--- config.mk ---
export PLATFORM = sky130hd
export DESIGN_NAME = load_align_unit
export DESIGN_NICKNAME = d
export VERILOG_FILES = /design/src/rtl/load_align_unit_pkg.sv /design/src/rtl/load_extract.sv /design/src/rtl/load_align_unit.sv
export SDC_FILE = /design/constraint.sdc
export NUM_CORES = 1
export LEC_CHECK = 0
export ABC_AREA = 0
export BUFFER_PORTS_ARGS = -buffer_cell sky130_fd_sc_hd__buf_2
export CAP_MARGIN = 10
export CORE_ASPECT_RATIO = 1.1
export CORE_MARGIN = 1
export CORE_UTILIZATION = 44
export DETAILED_ROUTE_END_ITERATION = 10
export PLACE_DENSITY = 0.75
export SLEW_MARGIN = 20
export SYNTH_ARGS = -nofsm -noshare
export SYNTH_HDL_FRONTEND = slang
export SYNTH_SLANG_ARGS = --single-unit
--- constraint.sdc ---
create_clock -name clk -period 2.05 [get_ports clk]
set_input_delay 0.1025 -clock clk [delete_from_list [all_inputs] [get_ports clk]]
set_output_delay 0.1025 -clock clk [all_outputs]
set_load 0.005 [all_outputs]
--- src/rtl/load_align_unit_pkg.sv ---
// Core-wide shared definitions for the load/store data path.
// Holds funct3 encodings for loads and stores, load response error
// codes, the load FSM state encoding and small decode helpers.
package load_align_unit_pkg;

   // Load funct3 encodings
   localparam logic [2:0] F3_LB  = 3'b000;
   localparam logic [2:0] F3_LH  = 3'b001;
   localparam logic [2:0] F3_LW  = 3'b010;
   localparam logic [2:0] F3_LBU = 3'b100;
   localparam logic [2:0] F3_LHU = 3'b101;

   // Store funct3 encodings (used by the store byte-merge side)
   localparam logic [2:0] F3_SB  = 3'b000;
   localparam logic [2:0] F3_SH  = 3'b001;
   localparam logic [2:0] F3_SW  = 3'b010;

   // Load response error codes
   localparam logic [1:0] ERR_OK       = 2'b00;
   localparam logic [1:0] ERR_MISALIGN = 2'b01;
   localparam logic [1:0] ERR_TIMEOUT  = 2'b10;
   localparam logic [1:0] ERR_ILLEGAL  = 2'b11;

   typedef enum logic [1:0] {
      ST_IDLE = 2'd0,
      ST_READ = 2'd1,
      ST_RESP = 2'd2
   } load_state_e;

   function automatic logic is_load_f3(input logic [2:0] f3);
      return (f3 == F3_LB) || (f3 == F3_LH) || (f3 == F3_LW) ||
             (f3 == F3_LBU) || (f3 == F3_LHU);
   endfunction

   // Only meaningful for legal load encodings.
   function automatic logic is_misaligned(input logic [2:0] f3, input logic [1:0] addr_lo);
      logic mis;
      mis = 1'b0;
      if ((f3 == F3_LH) || (f3 == F3_LHU)) mis = addr_lo[0];
      else if (f3 == F3_LW)                mis = (addr_lo != 2'b00);
      return mis;
   endfunction

endpackage

--- src/rtl/load_extract.sv ---
// Combinational load lane select and extension.
// Ports:
//   addr_lo_i  byte offset within the word (addr[1:0])
//   funct3_i   load funct3 (LB/LH/LW/LBU/LHU; others give 0)
//   word_i     32-bit word read from memory
//   data_o     selected and sign/zero-extended result
module load_extract
   import load_align_unit_pkg::*;
(
   input  logic [1:0]  addr_lo_i,
   input  logic [2:0]  funct3_i,
   input  logic [31:0] word_i,
   output logic [31:0] data_o
);

   logic [7:0]  byte_sel;
   logic [15:0] half_sel;

   always_comb begin
      byte_sel = word_i[7:0];
      case (addr_lo_i)
         2'd0: byte_sel = word_i[7:0];
         2'd1: byte_sel = word_i[15:8];
         2'd2: byte_sel = word_i[23:16];
         2'd3: byte_sel = word_i[31:24];
         default: byte_sel = word_i[7:0];
      endcase
      half_sel = addr_lo_i[1] ? word_i[31:16] : word_i[15:0];
   end

   always_comb begin
      data_o = 32'd0;
      case (funct3_i)
         F3_LB:   data_o = {{24{byte_sel[7]}}, byte_sel};
         F3_LH:   data_o = {{16{half_sel[15]}}, half_sel};
         F3_LW:   data_o = word_i;
         F3_LBU:  data_o = {24'd0, byte_sel};
         F3_LHU:  data_o = {16'd0, half_sel};
         default: data_o = 32'd0;
      endcase
   end

endmodule

--- src/rtl/load_align_unit.sv ---
// RV32I sequential load path: accepts a load request, issues a
// word-aligned read, extracts and extends the addressed lane and returns
// it over a valid/ready handshake with error reporting.
// Ports:
//   clk, reset                  clock, asynchronous active-high reset
//   req_valid/req_ready         request handshake (ready only in IDLE)
//   req_addr, req_funct3        byte address and load funct3
//   mem_rd_en, mem_addr         word-aligned read strobe/address (held in READ)
//   mem_rvalid, mem_rdata       read return from data memory
//   rsp_valid/rsp_ready         response handshake
//   rsp_data, rsp_error         extended result (0 on error) and error code
module load_align_unit
   import load_align_unit_pkg::*;
#(
   parameter int ADDR_WIDTH     = 32,
   parameter int TIMEOUT_CYCLES = 255
) (
   input  logic                  clk,
   input  logic                  reset,
   input  logic                  req_valid,
   output logic                  req_ready,
   input  logic [ADDR_WIDTH-1:0] req_addr,
   input  logic [2:0]            req_funct3,
   output logic                  mem_rd_en,
   output logic [ADDR_WIDTH-1:0] mem_addr,
   input  logic                  mem_rvalid,
   input  logic [31:0]           mem_rdata,
   output logic                  rsp_valid,
   input  logic                  rsp_ready,
   output logic [31:0]           rsp_data,
   output logic [1:0]            rsp_error
);

   // Counter only needs to reach TIMEOUT_CYCLES-1: the cycle it holds that
   // value is the last READ cycle.
   localparam int CNT_W = (TIMEOUT_CYCLES > 1) ? $clog2(TIMEOUT_CYCLES) : 1;
   localparam logic [CNT_W-1:0] CNT_LAST =
      CNT_W'((TIMEOUT_CYCLES > 0) ? (TIMEOUT_CYCLES - 1) : 0);

   load_state_e           state_q,    state_d;
   logic [1:0]            addr_lo_q,  addr_lo_d;
   logic [2:0]            funct3_q,   funct3_d;
   logic [ADDR_WIDTH-1:0] mem_addr_q, mem_addr_d;
   logic [CNT_W-1:0]      cnt_q,      cnt_d;
   logic [31:0]           rsp_data_q, rsp_data_d;
   logic [1:0]            rsp_error_q, rsp_error_d;

   logic [31:0] extract_data;
   logic        timeout_hit;

   load_extract u_extract (
      .addr_lo_i (addr_lo_q),
      .funct3_i  (funct3_q),
      .word_i    (mem_rdata),
      .data_o    (extract_data)
   );

   assign timeout_hit = (TIMEOUT_CYCLES != 0) && (cnt_q == CNT_LAST);

   always_ff @(posedge clk or posedge reset) begin
      if (reset) begin
         state_q     <= ST_IDLE;
         addr_lo_q   <= 2'd0;
         funct3_q    <= 3'd0;
         mem_addr_q  <= '0;
         cnt_q       <= '0;
         rsp_data_q  <= 32'd0;
         rsp_error_q <= ERR_OK;
      end else begin
         state_q     <= state_d;
         addr_lo_q   <= addr_lo_d;
         funct3_q    <= funct3_d;
         mem_addr_q  <= mem_addr_d;
         cnt_q       <= cnt_d;
         rsp_data_q  <= rsp_data_d;
         rsp_error_q <= rsp_error_d;
      end
   end

   always_comb begin
      state_d     = state_q;
      addr_lo_d   = addr_lo_q;
      funct3_d    = funct3_q;
      mem_addr_d  = mem_addr_q;
      cnt_d       = cnt_q;
      rsp_data_d  = rsp_data_q;
      rsp_error_d = rsp_error_q;

      case (state_q)
         ST_IDLE: begin
            if (req_valid) begin
               addr_lo_d  = req_addr[1:0];
               funct3_d   = req_funct3;
               mem_addr_d = {req_addr[ADDR_WIDTH-1:2], 2'b00};
               cnt_d      = '0;
               rsp_data_d = 32'd0;
               // Illegal encoding is checked first so it wins over misalignment.
               if (!is_load_f3(req_funct3)) begin
                  rsp_error_d = ERR_ILLEGAL;
                  state_d     = ST_RESP;
               end else if (is_misaligned(req_funct3, req_addr[1:0])) begin
                  rsp_error_d = ERR_MISALIGN;
                  state_d     = ST_RESP;
               end else begin
                  rsp_error_d = ERR_OK;
                  state_d     = ST_READ;
               end
            end
         end
         ST_READ: begin
            cnt_d = cnt_q + 1'b1;
            // Data arriving on the final permitted cycle still wins.
            if (mem_rvalid) begin
               rsp_data_d  = extract_data;
               rsp_error_d = ERR_OK;
               state_d     = ST_RESP;
            end else if (timeout_hit) begin
               rsp_data_d  = 32'd0;
               rsp_error_d = ERR_TIMEOUT;
               state_d     = ST_RESP;
            end
         end
         ST_RESP: begin
            if (rsp_ready) state_d = ST_IDLE;
         end
         default: state_d = ST_IDLE;
      endcase
   end

   // Handshake outputs decode straight from state so reset drops them at once.
   assign req_ready = (state_q == ST_IDLE);
   assign mem_rd_en = (state_q == ST_READ);
   assign rsp_valid = (state_q == ST_RESP);
   assign mem_addr  = mem_addr_q;
   assign rsp_data  = rsp_data_q;
   assign rsp_error = rsp_error_q;

endmodule

After elaboration in Yosys (flattened, before gate mapping)
Cells that the tools add are included.
{"block": "totals", "reg_bits": 79, "input_bits": 72, "out_inout_bits": 69, "word_cells": 66}
{"block": "op_classes", "addsub": 1, "n_eq_ne": 17, "muxes": 26, "reduce_logical": 15}
{"op": "$pmux 32 s5", "n": 1}
{"op": "$mux 32", "n": 3}
{"op": "$pmux 32 s2", "n": 1}
{"op": "$pmux 8 s4", "n": 1}
{"op": "$mux 2", "n": 9}
{"op": "$mux 16", "n": 1}
{"op": "$pmux 8 s2", "n": 1}
{"op": "$eq 3x3->1 const B", "n": 4}
{"op": "$add 8x1->8 const B", "n": 1}
{"op": "$eq 8x8->1 const B", "n": 1}
{"op": "$mux 8", "n": 1}
{"op": "$eq 2x2->1 const B", "n": 3}
{"op": "$eq 3x1->1 const B", "n": 2}
{"op": "$eq 3x2->1 const B", "n": 2}
{"op": "$logic_not 3->1", "n": 2}
{"op": "$mux 1", "n": 6}
{"op": "$pmux 2 s3", "n": 1}
{"op": "$reduce_and 3->1", "n": 2}
{"op": "$logic_or 1x1->1", "n": 5}
{"op": "$eq 2x1->1 const B", "n": 2}
{"op": "$logic_not 2->1", "n": 2}
{"op": "$pmux 2 s2", "n": 1}
{"op": "$reduce_and 2->1", "n": 2}
{"op": "$reduce_bool 2->1", "n": 2}
{"op": "other kinds (3)", "n": 3}

Longest topological paths before layout
Gate-level depths: netlist of the first run.
{"block": "logic_depth", "ltp_word": 12, "depth_mapped": 8, "depth_no_buf": 6}

Hierarchy
Synthesis of the first run repeated with hierarchy kept, for this count alone.
{"block": "unflattened", "hier_cells": 487, "area_unflattened_um2": 4324.1}
{"mod": "load_align_unit", "instances": 1, "cells_per_inst": 364, "area_per_inst_um2": 3388.2, "seq_area_each_um2": 1976.9}
{"mod": "load_extract", "instances": 1, "cells_per_inst": 123, "area_per_inst_um2": 935.9, "seq_area_each_um2": 0.0}

Least setup slack after synthesis of the first run
OpenSTA, ideal clock, no wires.
{"block": "synth_timing", "path_type": "register to register", "startpoint": "register cnt_q[0]", "endpoint": "register rsp_data_q[16], in the netlist rsp_data[16]", "setup_time_ns": 0.126, "arrival_time_ns": 1.645, "t_required_ns": 1.924, "slack_ns": 0.279, "path_stages_with_launch": 9, "n_path_buf": 2, "synth_period_minus_slack_ns": 1.771, "path_cell_list": "dfrtp_1 -> inv_1 -> ha_1 -> and4_1 -> a21oi_2 -> or2_1 -> buf_6 -> buf_6 -> a221o_1"}
{"block": "synth_via", "elab_chain_cells": 3}
{"item": "from (decl)", "line_no": "load_align_unit.sv:44", "source": "logic [CNT_W-1:0] cnt_q, cnt_d;"}
{"item": "from (signal assigned)", "line_no": "load_align_unit.sv:74", "source": "cnt_q <= cnt_d;"}
{"item": "$eq 8x8->1", "line_no": "load_align_unit.sv:58", "source": "assign timeout_hit = (TIMEOUT_CYCLES != 0) && (cnt_q == CNT_LAST);"}
{"item": "$ne 3x1->1 (no line)"}
{"item": "$reduce_and 3->1 (no line)"}
{"item": "to (signal assigned)", "line_no": "load_align_unit.sv:75", "source": "rsp_data_q <= rsp_data_d;"}
{"item": "to (decl)", "line_no": "load_align_unit.sv:45", "source": "logic [31:0] rsp_data_q, rsp_data_d;"}
No other way between the ends.
A chain may end at the register's enable or synchronous reset.

Worst setup path in the final report of the first run
{"block": "layout_timing", "startpoint": "register state_q[1]", "endpoint": "register rsp_data_q[28], in the netlist rsp_data[28]"}
{"block": "layout_via", "elab_chain_cells": 3, "elab_cells_between_ends": 7, "cone_classes": "eq/ne (3); mux (1); reduce/logical (3)"}
{"item": "from (decl)", "line_no": "load_align_unit.sv:40", "source": "load_state_e state_q, state_d;"}
{"item": "from (signal assigned)", "line_no": "load_align_unit.sv:70", "source": "state_q <= state_d;"}
{"item": "$eq 2x1->1 / $logic_not 2->1 (equally long branches)", "line_no": "load_align_unit.sv:89", "source": "case (state_q)"}
{"item": "$ne 3x1->1 (no line) (tied with other cells)"}
{"item": "$reduce_and 3->1 (no line)"}
Parallel ways exist; a longest one is shown, timed or not.

==> impl_metrics.env, run 1 <==
export IMPL_drcViolationCount=0
export IMPL_ctsLongestPathBuffers=2
export IMPL_die_h_um=97.75
export IMPL_fmax_ghz=0.5399
export IMPL_placed_cell_area_sq_mm=0.004448
export IMPL_grt_pass1_wl_mm=16.21
export IMPL_cp_data_arrival_time_ns=2.08
export IMPL_grt_max_degree=52
export IMPL_synth_mux_area_fraction_pct=2.013
export IMPL_grt_util_all_layers_pct=24.43
export IMPL_initial_core_util_pct=45.85
export IMPL_grt_pass1_vias=3358
export IMPL_tightest_slew_ns=0.8051
export IMPL_hold_violations=0
export IMPL_synth_compound_area_share_pct=19.79
export IMPL_final_common_cell="buf_2"
export IMPL_finalPower_mw=6.044
export IMPL_drv_slew=0
export IMPL_worst_r2r_path_depth=6
export IMPL_slowest_delay_ns=0.45
export IMPL_design_area_sq_mm=0.004999
export IMPL_vias=3427
export IMPL_slew_headroom_pct=46.32
export IMPL_yosysWarnings=0
export IMPL_clk_latency_ns=0.35
export IMPL_min_path_cells=3
export IMPL_ir_drop_mv=0.5782
export IMPL_ys_seq_area_share_pct=53.91
export IMPL_dp_cells=591
export IMPL_cp_max_fo=24
export IMPL_path_clk_slew_ns=0.08
export IMPL_synthArstFlopShare_pct=100.0
export IMPL_dp_hpwl_mm=7.085
export IMPL_final_nets=603
export IMPL_min_from="rsp_ready"
export IMPL_fin_skew_ns=0.01190
export IMPL_hold_end="state_q[1]"
export IMPL_layout_common_cells="138 x buf_2, 108 x nand2_1, 79 x dfrtp_1, 35 x dlygate4sd3_1, 19 x o21ai_0"
export IMPL_htree_levels=3
export IMPL_start_kind="register"
export IMPL_synth_area_sq_mm=0.003667
export IMPL_ios=141
export IMPL_synth_adder_area_share_pct=0.6824
export IMPL_setup_viol=0
export IMPL_routed_wirelength_mm=10.21
export IMPL_fin_cells=642
export IMPL_viasPerCell=5.338
export IMPL_io_buffers=138
export IMPL_hp_class="in -> reg"
export IMPL_finalWorstSetupSlack_ns=0.1978
export IMPL_synth_avg_cell_area_sq_um=10.13
export IMPL_drive_above_1_share_pct=33.71
export IMPL_cts_tree="built"
export IMPL_crit_chain="nand2b_2, clkinv_8, nor2_4, or2_1, buf_12, a221o_1"
export IMPL_synth_xor_area_share_pct=0.2388
export IMPL_setup_tns_ns=0
export IMPL_ant_nets=0
export IMPL_synthSimpleGateAreaFrac_pct=18.29
export IMPL_critical_path_top_delay_family="simple AND/OR/NAND/NOR gates"
export IMPL_min_period_over_period_pct=90.35
export IMPL_cts_buffers=9
export IMPL_synth_cells=362
export IMPL_routedWlPerCell_um=15.90
export IMPL_drv_cap=0
export IMPL_cts_sinks=79
export IMPL_first_iter_violations=141
export IMPL_die_area_sq_mm=0.008704
export IMPL_cts_setup_buffers=0
export IMPL_drtPass1Iterations=5
export IMPL_ys_ff_latch=79
export IMPL_leakage_nw=2.601
export IMPL_root_buffer="clkbuf_8"
export IMPL_ys_types=51
export IMPL_die_x_um=89.05
export IMPL_cp_buffers_inverters=2
export IMPL_synth_flop_cell="dfrtp_1"
export IMPL_synth_top_family_by_area="compound AO/OA/AOI/OAI gates"
export IMPL_crit_type="reg -> reg"
export IMPL_grt_setup_unrepaired="false"
export IMPL_area_growth_syn_to_layout_pct=36.30
export IMPL_reg2reg_to="rsp_data[28]"
export IMPL_power_per_cell_area_mw_per_mm2=1209
export IMPL_reg2reg_from="state_q[1]"
export IMPL_synth_edff_count=0
export IMPL_status="finished clean"
export IMPL_place_worst_setup_slack_ns=0.1295
export IMPL_row_count=34
export IMPL_gp_congestion=0.8974
export IMPL_crit_slowest_cell="dfrtp_1"
export IMPL_grt_overflow=0
export IMPL_core_sq_mm=0.007998
export IMPL_required_ns=2.28
export IMPL_final_util_pct=62.50
export IMPL_antenna_found_initial=0
export IMPL_cp_end_kind="register"
export IMPL_insertedDiodeCount=0
export IMPL_r2r_slack_ns=0.20
export IMPL_whs_ns=0.01803
export IMPL_post_route_min_period_ns=1.852
-- layout make-up --
| type | count | area [sq um] |
|---|---|---|
| Clock buffer | 12 | 145.1 |
| Sequential cell | 79 | 1977 |
| Clock inverter | 4 | 45.04 |
| Fill cell | 680 | 2999 |
| Tap cell | 108 | 135.1 |
| Multi-Input combinational cell | 251 | 1528 |
| Timing Repair Buffer | 181 | 1126 |
| Inverter | 7 | 42.54 |
-- cells in the mapped netlist (2+ instances only) --
cell type  instances  area, sq um
nand2_1          108        405.4
dfrtp_1           79         1977
o21ai_0           19        95.09
a221o_1           16        160.2
o2bb2ai_1         14        122.6
clkbuf_1          11        41.29
a22oi_1            8        60.06
nand3_1            8        40.04
o211ai_2           7        87.58
o221ai_1           7        61.31
buf_2              6        30.03
inv_1              6        22.52
nor2_1             6        22.52
o22ai_1            6        37.54
buf_4              4        30.03
mux2i_1            4        40.04
a21oi_1            3        15.01
and3_1             3        18.77
buf_6              3        33.78
nand2b_1           3        18.77
o211ai_1           3        22.52
a21oi_2            2        17.52
a22o_1             2        17.52
and4_1             2        17.52
ha_1               2        25.02
mux2_2             2        22.52
nand4_1            2        12.51
nor3b_1            2        15.01
or3b_2             2        17.52
-- cell families (layout without fill, tap and decap cells) --
family / Yosys count / after routing
multiplexers: 7 / 7
adder cells (fa/ha/maj): 2 / 2
buffers and inverters: 33 / 204
AO/OA/AOI/OAI: 91 / 91
AND/OR/NAND/NOR: 148 / 148
XOR/XNOR: 1 / 1
other: 1 / 2
flip-flops: 79 / 79
-- how the worst max path moves through the flow --
stage,start,end,slack (ns),cells after the start
finish,state_q[1],rsp_data[28],0.20,6
floorplan,cnt_q[0],rsp_data[16],0.28,8
CTS,state_q[1],rsp_data[28],0.1,4
global route,state_q[1],rsp_data[29],0.11,6
global placement,state_q[1],rsp_data[16],0.22,6
detailed placement,state_q[1],rsp_data[28],0.13,6
-- per-layer routing --
layer  vias up  wire length (um)  global-route usage (%)
li1       1621                 -                       -
met1      1616              4128                   29.63
met2       163              4984                   41.07
met3        27               714                   4.142
met4         0               382                   12.94
met5         -                 0                       0
-- registers in the layout, indices dropped and copies added, names as in the netlist --
name       cells
addr_lo_q      2
cnt_q          8
rsp_error      2
funct3_q       3
rsp_data      32
state_q        2
mem_addr      30
-- worst reg2reg max path, cell delays in order (launching register included) --
cell and delay (ns):
dfrtp_1 0.45, nand2b_2 0.32, clkinv_8 0.12, nor2_4 0.04
or2_1 0.29, buf_12 0.19, a221o_1 0.31
-- where the power goes --
group,total (mW),internal [mW],switching [mW]
sequential,2.54,2.12,0.415
combinational,2.38,1.08,1.30
clock,1.13,0.591,0.537
total,6.04,3.79,2.26
-- repair_timing --
action                     in CTS  in global routing
hold buffers                   35                  0
hold endpoints to repair       62                  0
setup endpoints to repair       0                  6
gates resized for setup         0                  2
Power figures use the tool's default switching activity.
==> run 2: changes to the inputs <==
--- a/config.mk
+++ b/config.mk
@@ -6,13 +6,13 @@
 export NUM_CORES = 1
 export LEC_CHECK = 0
 export ABC_AREA = 0
-export BUFFER_PORTS_ARGS = -buffer_cell sky130_fd_sc_hd__buf_2
 export CAP_MARGIN = 10
 export CORE_ASPECT_RATIO = 1.1
 export CORE_MARGIN = 1
-export CORE_UTILIZATION = 44
+export CORE_UTILIZATION = 57
 export DETAILED_ROUTE_END_ITERATION = 10
-export PLACE_DENSITY = 0.75
+export DONT_BUFFER_PORTS = 1
+export PLACE_DENSITY = 0.74
 export SLEW_MARGIN = 20
 export SYNTH_ARGS = -nofsm -noshare
 export SYNTH_HDL_FRONTEND = slang
==> impl_metrics.env, run 2 (synthesis results as in run 1) <==
export IMPL_first_iter_violations=375
export IMPL_routed_wirelength_mm=10.40
export IMPL_dp_hpwl_mm=6.296
export IMPL_layout_common_cells="108 x nand2_1, 79 x dfrtp_1, 67 x dlygate4sd3_1, 19 x o21ai_0, 16 x a221o_1"
export IMPL_ir_drop_mv=0.6876
export IMPL_min_period_over_period_pct=93.06
export IMPL_power_per_cell_area_mw_per_mm2=1243
export IMPL_clk_latency_ns=0.35
export IMPL_area_growth_syn_to_layout_pct=26.78
export IMPL_gp_congestion=0.8583
export IMPL_insertedDiodeCount=0
export IMPL_drv_cap=0
export IMPL_viasPerCell=6.297
export IMPL_finalWorstSetupSlack_ns=0.1422
export IMPL_cts_setup_buffers=0
export IMPL_status="finished clean"
export IMPL_largest_reg_flops=32
export IMPL_cp_max_fo=26
export IMPL_slowest_delay_ns=0.45
export IMPL_tightest_slew_ns=0.8154
export IMPL_start_kind="register"
export IMPL_ant_nets=0
export IMPL_setup_viol=0
export IMPL_grt_setup_unrepaired="false"
export IMPL_htree_levels=3
export IMPL_path_clk_slew_ns=0.09
export IMPL_cp_data_arrival_time_ns=2.14
export IMPL_required_ns=2.28
export IMPL_crit_type="reg -> reg"
export IMPL_critical_path_top_delay_family="simple AND/OR/NAND/NOR gates"
export IMPL_setup_tns_ns=0
export IMPL_final_common_cell="nand2_1"
export IMPL_cts_buffers=9
export IMPL_fmax_ghz=0.5242
export IMPL_swShare_pct=39.00
export IMPL_final_nets=501
export IMPL_ctsLongestPathBuffers=2
export IMPL_root_buffer="clkbuf_8"
export IMPL_ios=141
export IMPL_grt_max_degree=41
export IMPL_drcViolationCount=0
export IMPL_grt_util_all_layers_pct=32.50
export IMPL_crit_slowest_cell="dfrtp_1"
export IMPL_p_int_mw=3.525
export IMPL_cp_end_kind="register"
export IMPL_p_comb_share_pct=32.1
export IMPL_drv_slew=0
export IMPL_slew_headroom_pct=45.53
export IMPL_cts_tree="built"
export IMPL_vias=3224
export IMPL_p_sw_mw=2.254
export IMPL_hold_violations=0
export IMPL_grt_pass1_vias=3280
export IMPL_io_buffers=0
export IMPL_place_worst_setup_slack_ns=0.1412
export IMPL_power_frac_clock_pct=21.4
export IMPL_hp_class="in -> reg"
export IMPL_initial_core_util_pct=59.21
export IMPL_die_area_sq_mm=0.006759
export IMPL_crit_chain="inv_1, ha_1, and4_1, a21oi_2, or2_1, buf_12, a221o_1"
export IMPL_die_h_um=86.13
export IMPL_routedWlPerCell_um=20.32
export IMPL_p_seq_share_pct=46.5
export IMPL_antenna_found_initial=0
export IMPL_grt_pass1_wl_mm=16.73
export IMPL_post_route_min_period_ns=1.908
export IMPL_finalPower_mw=5.779
export IMPL_die_x_um=78.48
export IMPL_drive_above_1_share_pct=11.11
export IMPL_leakage_nw=2.155
export IMPL_cts_sinks=79
export IMPL_cp_buffers_inverters=2
export IMPL_fin_skew_ns=0.01318
export IMPL_core_sq_mm=0.006193
export IMPL_drtPass1Iterations=5
export IMPL_row_count=30
export IMPL_grt_overflow=0
-- run 2: worst register-to-register path, cell delays in order (launching register included) --
cell and delay (ns):
dfrtp_1 0.45, inv_1 0.09, ha_1 0.15, and4_1 0.23
a21oi_2 0.07, or2_1 0.28, buf_12 0.18, a221o_1 0.34
-- run 2: worst paths after layout --
| check | from | end | slack, ns | cells after the start |
|---|---|---|---|---|
| worst max-delay path | cnt_q[0] | rsp_data[17] | 0.14 | 7 |
| worst min-delay path | mem_rdata[30] | rsp_data[14] | 0.004 | 2 |
| worst max register to register | cnt_q[0] | rsp_data[17] | 0.14 | 7 |
| worst min register to register | cnt_q[7] | cnt_q[7] | 0.50 | 1 |
| max in group asynchronous | reset | cnt_q[3] | 1.00 | 3 |
| min in group asynchronous | reset | mem_addr[13] | 0.38 | 2 |
-- run 2: power by group through the flow --
stage | Sequential [mW] | Combinational [mW] | Clock, mW
2_1_floorplan | 2.49 | 1.40 | 0
3_3_place_gp | 2.67 | 1.61 | 0
3_5_place_dp | 2.67 | 1.67 | 0
4_1_cts | 2.66 | 1.78 | 1.24
5_1_grt | 2.76 | 2.06 | 1.31
6_report | 2.68 | 1.86 | 1.24
-- run 2: final cells by class --
cell class	instances	area [sq um]
sequential	79	1977
fill	390	1544
multi-input combinational	251	1529
timing repair buffer	79	785.8
clock buffer	11	151.4
tap	80	100.1
clock inverter	5	63.81
inverter	7	42.54
-- run 2: metal layers --
| layer | share of wire [%] | track usage (%) | vias to the layer above |
|---|---|---|---|
| met3 | 8.7 | 7.872 | 42 |
| met2 | 48 | 51.52 | 197 |
| met1 | 40 | 42.43 | 1572 |
| li1 | - | - | 1413 |
| met4 | 3.5 | 14.81 | 0 |
| met5 | 0 | 0 | - |
-- run 2: repair_timing --
item	in CTS	in global routing
hold buffers	67	0
setup endpoints to repair	0	8
endpoints found under the hold margin	101	0
resized for setup	0	2
-- run 2: metrics by stage --
stage	hold slack (ns)	std cells	cell area, sq um	utilization [%]
after floorplan	0.2079	363	3675	-
after global placement	0.1515	429	3752	60.59
after detailed placement	0.1585	429	3752	60.59
after CTS	0.001304	512	4638	74.89
after global routing	0.003022	512	4649	75.07
final	0.004296	512	4649	75.07
==> run 3: changes to the inputs <==
--- a/config.mk
+++ b/config.mk
@@ -9,10 +9,10 @@
 export CAP_MARGIN = 10
 export CORE_ASPECT_RATIO = 1.1
 export CORE_MARGIN = 1
-export CORE_UTILIZATION = 57
+export CORE_UTILIZATION = 33
 export DETAILED_ROUTE_END_ITERATION = 10
 export DONT_BUFFER_PORTS = 1
-export PLACE_DENSITY = 0.74
+export PLACE_DENSITY = 0.47
 export SLEW_MARGIN = 20
 export SYNTH_ARGS = -nofsm -noshare
 export SYNTH_HDL_FRONTEND = slang
==> impl_metrics.env, run 3 (synthesis results as in run 1) <==
export IMPL_drtPass1Iterations=4
export IMPL_min_period_over_period_pct=92.34
export IMPL_critical_path_top_delay_family="compound AO/OA/AOI/OAI gates"
export IMPL_insertedDiodeCount=0
export IMPL_initial_core_util_pct=33.77
export IMPL_cts_buffers=9
export IMPL_cts_tree="built"
export IMPL_cp_data_arrival_time_ns=2.16
export IMPL_hp_class="in -> reg"
export IMPL_cp_max_fo=16
export IMPL_ctsLongestPathBuffers=2
export IMPL_setup_viol=0
export IMPL_first_iter_violations=130
export IMPL_use_met2_pct=28.89
export IMPL_root_buffer="clkbuf_16"
export IMPL_dp_hpwl_mm=6.889
export IMPL_clk_latency_ns=0.33
export IMPL_htree_levels=3
export IMPL_ios=141
export IMPL_slew_headroom_pct=55.67
export IMPL_die_h_um=112.6
export IMPL_grt_pass1_wl_mm=16.11
export IMPL_final_common_cell="nand2_1"
export IMPL_place_worst_setup_slack_ns=0.1391
export IMPL_gp_congestion=0.8393
export IMPL_routed_wirelength_mm=10.25
export IMPL_fmax_ghz=0.5283
export IMPL_fin_skew_ns=0.006073
export IMPL_cts_sinks=79
export IMPL_core_sq_mm=0.01086
export IMPL_grt_busiest_layer="met2"
export IMPL_grt_pass1_vias=3089
export IMPL_crit_slowest_cell="a21oi_2"
export IMPL_post_route_min_period_ns=1.893
export IMPL_grt_overflow=0
export IMPL_slowest_delay_ns=0.57
export IMPL_crit_chain="nor2b_1, buf_4, a32oi_1, a21oi_2, a221o_1"
export IMPL_finalWorstSetupSlack_ns=0.1571
export IMPL_ant_nets=0
export IMPL_ir_drop_mv=0.5364
export IMPL_cp_buffers_inverters=1
export IMPL_final_util_pct=43.61
export IMPL_drcViolationCount=0
export IMPL_largest_reg_flops=32
export IMPL_grt_setup_unrepaired="false"
export IMPL_cp_end_kind="register"
export IMPL_path_clk_slew_ns=0.06
export IMPL_drv_slew=0
export IMPL_crit_type="reg -> reg"
export IMPL_use_met1_pct=22.24
export IMPL_die_area_sq_mm=0.01154
export IMPL_routedWlPerCell_um=17.85
export IMPL_leakage_nw=2.166
export IMPL_row_count=40
export IMPL_io_buffers=0
export IMPL_final_nets=496
export IMPL_area_growth_syn_to_layout_pct=29.14
export IMPL_status="finished clean"
export IMPL_drive_above_1_share_pct=11.24
export IMPL_die_x_um=102.5
export IMPL_vias=2988
export IMPL_fillers=1046
export IMPL_tightest_slew_ns=0.6650
export IMPL_power_per_cell_area_mw_per_mm2=1273
export IMPL_cts_setup_buffers=0
export IMPL_drv_cap=0
export IMPL_grt_use_met3_pct=7.597
export IMPL_start_kind="register"
export IMPL_hold_violations=0
export IMPL_required_ns=2.31
export IMPL_viasPerCell=5.206
export IMPL_grt_util_all_layers_pct=18.55
export IMPL_setup_tns_ns=0
export IMPL_grt_max_degree=80
export IMPL_layout_common_cells="108 x nand2_1, 79 x dfrtp_1, 60 x dlygate4sd3_1, 19 x o21ai_0, 16 x a221o_1"
export IMPL_antenna_found_initial=0
==> run 3: cell types whose count changed in the layout (fill, tap and decap cells not counted), moves of 2 or more <==
cell | previous run | this run
buf_4 | 10 | 13
clkbuf_16 | 0 | 9
clkinv_4 | 2 | 0
dlygate4sd3_1 | 67 | 60
clkbuf_8 | 11 | 4
==> run 3: worst reg2reg max path: stages, from the launching register on <==
cell and delay [ns]:
dfrtp_1 0.50, nor2b_1 0.22, buf_4 0.18, a32oi_1 0.14, a21oi_2 0.57, a221o_1 0.22
==> run 3: layout make-up <==
class | count | area, sq um | area share, %
sequential | 79 | 1977 | 41.74
multi-input combinational | 251 | 1518 | 32.05
clock buffer | 14 | 284.0 | 5.997
clock inverter | 2 | 12.51 | 0.2642
inverter | 7 | 42.54 | 0.8983
tap | 147 | 183.9 | 3.884
timing repair buffer | 74 | 718.2 | 15.17
==> run 3: power breakdown <==
group	internal, mW	switching [mW]
clock network	0.951	0.609
registers	2.13	0.554
logic	0.757	1.03
total	3.84	2.19
==> run 3: per-layer routing <==
layer	vias to the layer above	share of wire, %
met4	0	2.3
met1	1412	42
li1	1413	-
met2	148	45
met5	-	0
met3	15	10
==> run 3: timing repair <==
item | CTS | global route
resized for setup | 0 | 0
hold buffers | 60 | 0
endpoints found under the hold margin | 138 | 0
==> run 3: metrics by stage <==
stage,hold slack [ns],std cells,total power [mW],area (sq um)
floorplan,0.2079,363,3.891,3675
global placement,0.1331,498,4.392,3839
detailed placement,0.1399,498,4.409,3839
CTS,0.007138,574,6.103,4736
global route,0.01924,574,6.473,4736
finish,0.01595,574,6.029,4736
==> run 3: final timing paths <==
| check | from | endpoint | slack (ns) | cells after the start |
|---|---|---|---|---|
| worst min register to register | cnt_q[7] | cnt_q[7] | 0.48 | 1 |
| worst min-delay path | mem_rdata[15] | rsp_data[15] | 0.02 | 2 |
| min in group asynchronous | reset | rsp_data[14] | 0.36 | 3 |
| max in group asynchronous | reset | cnt_q[5] | 1.33 | 3 |
| worst max register to register | addr_lo_q[1] | rsp_data[23] | 0.16 | 5 |
| worst max-delay path | addr_lo_q[1] | rsp_data[23] | 0.16 | 5 |
